### config.mk
export PLATFORM = sky130hd
export DESIGN_NAME = ram_arbiter
export DESIGN_NICKNAME = d
export VERILOG_FILES = /design/src/rtl/ram_arbiter.sv
export SDC_FILE = /design/constraint.sdc
export NUM_CORES = 1
export LEC_CHECK = 0
export CORE_ASPECT_RATIO = 2
export CORE_MARGIN = 2
export CORE_UTILIZATION = 40
export CTS_BUF_LIST = sky130_fd_sc_hd__clkbuf_4 sky130_fd_sc_hd__clkbuf_8
export DETAILED_ROUTE_END_ITERATION = 8
export HOLD_SLACK_MARGIN = 0.08
export PLACE_DENSITY = 0.91
export SLEW_MARGIN = 20
export SYNTH_ARGS = -nofsm -noshare
export SYNTH_HDL_FRONTEND = slang
export SYNTH_SLANG_ARGS = --single-unit
### constraint.sdc
create_clock -name clk -period 2.66 [get_ports clk]
set_clock_uncertainty 0.05 [all_clocks]
set_input_delay 0.532 -clock clk [delete_from_list [all_inputs] [get_ports clk]]
set_output_delay 0.532 -clock clk [all_outputs]
set_load 0.02 [all_outputs]
### src/rtl/ram_arbiter.sv
// Two-port round-robin arbiter in front of a single-port RAM.
// Each granted access runs a fixed IDLE -> SETUP -> ACCESS -> ACK sequence.
module ram_arbiter #(
    parameter int WORD_SIZE    = 16,
    parameter int ADDRESS_SIZE = 15
) (
    input  logic                    clk,
    input  logic                    rst_n,
    input  logic                    req0,
    input  logic                    req1,
    input  logic                    we0,
    input  logic                    we1,
    input  logic [ADDRESS_SIZE-1:0] addr0,
    input  logic [ADDRESS_SIZE-1:0] addr1,
    input  logic [WORD_SIZE-1:0]    wdata0,
    input  logic [WORD_SIZE-1:0]    wdata1,
    output logic                    ack0,
    output logic                    ack1,
    output logic [WORD_SIZE-1:0]    rdata0,
    output logic [WORD_SIZE-1:0]    rdata1,
    output logic [ADDRESS_SIZE-1:0] mem_address,
    output logic [WORD_SIZE-1:0]    mem_wdata,
    output logic                    mem_write,
    input  logic [WORD_SIZE-1:0]    mem_rdata,
    output logic                    busy
);

    typedef enum logic [1:0] {
        IDLE,
        SETUP,
        ACCESS,
        ACK
    } state_t;

    state_t                  state_q, state_d;
    logic                    grant_q, grant_d;
    logic                    last_q, last_d;
    logic                    we_q, we_d;
    logic [ADDRESS_SIZE-1:0] addr_q, addr_d;
    logic [WORD_SIZE-1:0]    wdata_q, wdata_d;
    logic [WORD_SIZE-1:0]    rdata0_q, rdata0_d;
    logic [WORD_SIZE-1:0]    rdata1_q, rdata1_d;
    logic                    winner;

    always_ff @(posedge clk or negedge rst_n) begin
        if (!rst_n) begin
            state_q  <= IDLE;
            grant_q  <= 1'b0;
            last_q   <= 1'b1;
            we_q     <= 1'b0;
            addr_q   <= '0;
            wdata_q  <= '0;
            rdata0_q <= '0;
            rdata1_q <= '0;
        end else begin
            state_q  <= state_d;
            grant_q  <= grant_d;
            last_q   <= last_d;
            we_q     <= we_d;
            addr_q   <= addr_d;
            wdata_q  <= wdata_d;
            rdata0_q <= rdata0_d;
            rdata1_q <= rdata1_d;
        end
    end

    always_comb begin
        state_d  = state_q;
        grant_d  = grant_q;
        last_d   = last_q;
        we_d     = we_q;
        addr_d   = addr_q;
        wdata_d  = wdata_q;
        rdata0_d = rdata0_q;
        rdata1_d = rdata1_q;
        // Under contention the port not granted last wins; a lone request always wins.
        winner   = (req0 && req1) ? ~last_q : req1;

        case (state_q)
            IDLE: begin
                if (req0 || req1) begin
                    grant_d = winner;
                    last_d  = winner;
                    we_d    = winner ? we1 : we0;
                    addr_d  = winner ? addr1 : addr0;
                    wdata_d = winner ? wdata1 : wdata0;
                    state_d = SETUP;
                end
            end
            SETUP: begin
                state_d = ACCESS;
            end
            ACCESS: begin
                if (!we_q) begin
                    if (grant_q) begin
                        rdata1_d = mem_rdata;
                    end else begin
                        rdata0_d = mem_rdata;
                    end
                end
                state_d = ACK;
            end
            ACK: begin
                state_d = IDLE;
            end
            default: begin
                state_d = IDLE;
            end
        endcase
    end

    // Outputs decode from registered state so reset clears them immediately.
    assign mem_address = addr_q;
    assign mem_wdata   = wdata_q;
    assign mem_write   = (state_q == ACCESS) && we_q;
    assign ack0        = (state_q == ACK) && !grant_q;
    assign ack1        = (state_q == ACK) && grant_q;
    assign busy        = (state_q != IDLE);
    assign rdata0      = rdata0_q;
    assign rdata1      = rdata1_q;

endmodule

== Word-level counts from Yosys, hierarchy flattened ==
Index checks and enable logic that the tools add are counted.

* Flip-flop bits (word level): 68
* Logic and storage cells: 32
* Output and inout port bits: 67
* Input port bits: 84

* Bitwise logic cells: 3
* Reductions and logical operators: 11
* Equality and inequality tests: 4
* Multiplexer cells: 6

{| class="wikitable"
|+ Operators by type and width
! operator !! count
|-
| two-way mux 16 bit || 1
|-
| two-way mux 15 bit || 1
|-
| one-hot mux 2 bit (4 select lines) || 1
|-
| AND reduction 3 bit || 2
|-
| equality test 2 bit (second input constant) || 2
|-
| logical AND 1 bit || 4
|-
| inverter 1 bit || 3
|-
| equality test 2 x 1 -> 1 bit (second input constant) || 1
|-
| zero test 2 bit || 1
|-
| two-way mux 1 bit || 2
|-
| two-way mux 2 bit || 1
|-
| inequality test 2 bit (second input constant) || 1
|-
| AND reduction 2 bit || 1
|-
| nonzero test 2 bit || 1
|-
| zero test 1 bit || 1
|-
| logical OR 1 bit || 1
|}

== Longest topological paths before layout ==
* Word-level depth: 3
* Depth in mapped cells: 6
* Depth with buffers taken out: 5

== Worst setup path before layout ==
No wires, ideal clock.

* Kind: reg2reg
* Start: register state_q[0]
* End: register state_q[1]
* Stages on the path, launching flop included: 6
* Setup slack: 0.958 ns
* Data arrival time: 1.526 ns
* Clock period less this slack: 1.702 ns
* Path through: dfrtp_1 -> inv_1 -> ha_1 -> inv_1 -> or3_1 -> mux2_4

* Word-level cells in the longest chain between the ends: 2
* Elaborated cells between the ends (all ways): 6
* Those cells by class: eq/ne: 4; mux: 1; reduce/logical: 1

{| class="wikitable"
|+ RTL lines
! what !! RTL line !! source
|-
| start: declaration || 35 || <nowiki>state_t state_q, state_d;</nowiki>
|-
| start signal: assignment || 56 || <nowiki>state_q <= state_d;</nowiki>
|-
| equality test 2 bit, or another cell as far along || 79 || <nowiki>case (state_q)</nowiki>
|-
| one-hot mux 2 bit (4 select lines) or inequality test 2 bit (tied branches) || -- ||
|}

Several ways; a longest one is shown, not always the timed one.
A chain may end at the register's enable or synchronous reset.

== Final worst setup path ==
* Start: register state_q[0]
* End: output port busy

* Word-level cells in the longest chain between the ends: 1

{| class="wikitable"
|+ RTL lines
! what !! RTL line !! source
|-
| nonzero test 2 bit || 118 || <nowiki>assign busy = (state_q != IDLE);</nowiki>
|-
| end: declaration || 25 || <nowiki>output logic busy</nowiki>
|}

Every way passes these cells.

==> qor.txt <==
Final setup viols: 0
commonest non-fill, non-tap cell in the layout: clkdlybuf4s50_1
YS warnings: 0
relative slew slack: 39.2%
H-tree levels: 3
clock slew at reported path FFs: 0.07 ns
Max IR drop VDD: 0.717 mV
Crit. End Element: output pin
reg-to-reg setup timing slack: 0.77 ns
DRC Markers: 0
Crit Path Max Fanout: 7
ANT nets after route: 0
setup bufs post-CTS: 0
die area: 7960 sq um
TritonCTS buffer count: 9
crit share post-route: 92.1%
CP Launch Type: flop
Final HPWL DP: 6330 um
# hold bufs at CTS: 0
ratio of cells with drive above 1 in the final layout: 14.8%
number of synthesized flops with an enable pin: 0
final RePlAce weighted congestion: 0.807
Netlist cell types: 25
total power: 5.93 mW
Clock Latency Late Sink: 0.33 ns
Tot GR Track Use: 22.1%
#FFs+latches synth: 68
syn_area_per_cell: 10.8 sq um
ANT cells: 0
Starting Density: 41.3%
setup tns final: 0 ns
final net count: 508
Via density: 5.05
asr flop ratio synth: 100%
most frequent cells in the layout: 149 x clkdlybuf4s50_1, 67 x dfrtp_1, 66 x a21oi_1
PortBufs: 150
filler cell count in the final layout: 541
CTS Root Cell: clkbuf_8
largest net degree at the start of global routing: 40
Synth Flop Type: dfrtp_1
Cells after Synth: 267
Post-Syn Area: 2890 sq um
Final Hold Viols: 0
CTS sink count: 68
FF+latch area: 1700 sq um
DIE WIDTH: 64.1 um
Worst Tran Pin Value: 0.912 ns
RSZ-0062 raised after global routing: false
Resized cells post-CTS: 0
wire per inst: 16.2 um
Post-Route WL: 8350 um
placed cells: 500
residual overflow from global routing: 0
core area: 6990 sq um
via count: 2,599
# rows: 43
vias in the first global route: 2,804
first-pass GRT wire length: 13,500 um
fin crit period: 2.45 ns
Die Ht: 124 um
sequential fraction of the synthesis area: 58.9%
CTS tree: built
Arr. time, crit path: 1.87 ns
Post-Layout Cell Count: 515
# IOs: 151
Layout area overhead: 63.8%
CP Class: reg2out
initial antenna violation count: 0
Iteration-0 DRC Markers: 145
max-cap violations: 0
Pins Over Slew Limit: 0
Post-Syn Nets: 354
status: finished, final reports clean
Leak: 2.01 nW
area of the multi-input gates: 1100 sq um
pwr dens: 1250 nW/um^2
drt pass-1 iters: 4
CTS max path bufs: 2
fmax: 408 MHz
CP required: 2.08 ns
Hold Path Class: in2async
-- per-layer routing --
layer | share of wire [%] | global-route usage (%) | wire length [um] | vias up
met5 | 0 | 0 | 0 | -
met3 | 5.3 | 5.42 | 446 | 31
met4 | 4.6 | 12.5 | 382 | 0
met2 | 55 | 39.6 | 4580 | 120
met1 | 35 | 22.7 | 2940 | 1235
li1 | - | - | - | 1213
-- critical path: stages, from the launching register on --
cell and delay (ns):
dfrtp_1 0.39, inv_1 0.08, ha_1 0.29, inv_1 0.14, clkdlybuf4s50_1 0.64
-- path summary, 6_finish.rpt --
kind                             from          to  cells past startpoint
hold reg to reg             rdata1[3]   rdata1[3]                      1
setup / recovery           state_q[0]        busy                      4
max in group asynchronous       rst_n   rdata0[7]                      2
setup reg to reg           state_q[0]  rdata0[13]                      5
hold / removal                  rst_n   rdata0[3]                      1
min in group clk            rdata1[3]   rdata1[3]                      1
-- registers in the layout (all words and copies together), names as in the netlist --
register	count
grant_q	1
last_q	1
mem_address	15
mem_wdata	16
rdata0	16
rdata1	16
state_q	2
we_q	1
-- cells in the mapped netlist (2+ instances only) --
library cell / number / area (sq um)
and2_1: 2 / 12.5
nor2_1: 33 / 124
ha_1: 3 / 37.5
inv_1: 3 / 11.3
nand2_1: 33 / 124
buf_1: 3 / 11.3
dfrtp_1: 67 / 1680
buf_2: 10 / 50.1
mux2_2: 32 / 360
a21oi_1: 66 / 330
-- metrics by stage --
stage	area [sq um]	setup WS, ns	hold WS [ns]	utilization [%]
floorplan	2890	0.958	0.186	-
finish	4730	0.210	0.273	67.7
CTS	4730	0.200	0.295	67.7
global placement	4500	0.487	0.438	64.3
global route	4730	0.132	0.321	67.7
detailed placement	4500	0.434	0.442	64.3
-- power by group --
group          switching (mW)  internal [mW]
logic                    1.51           1.52
clock network           0.372          0.640
registers               0.303           1.57
-- cell type report --
| type | instances | share of cell area [%] |
|---|---|---|
| Clock buffer | 10 | 2.91 |
| Clock inverter | 5 | 2.11 |
| Inverter | 3 | 0.238 |
| Multi-Input combinational cell | 181 | 23.2 |
| Sequential cell | 68 | 36.0 |
| Tap cell | 90 | 2.38 |
| Timing Repair Buffer | 158 | 33.1 |
-- cell families (layout without fill, tap and decap cells) --
group | after synthesis | in the layout | share of synthesized area (%)
compound gates | 72 | 72 | 13.0
fa+ha+maj | 3 | 3 | 1.30
buf+inv | 18 | 176 | 3.16
flops | 68 | 68 | 58.9
mux | 33 | 33 | 13.0
simple gates | 73 | 73 | 10.6
No activity file was read; power rests on OpenSTA's default activity.
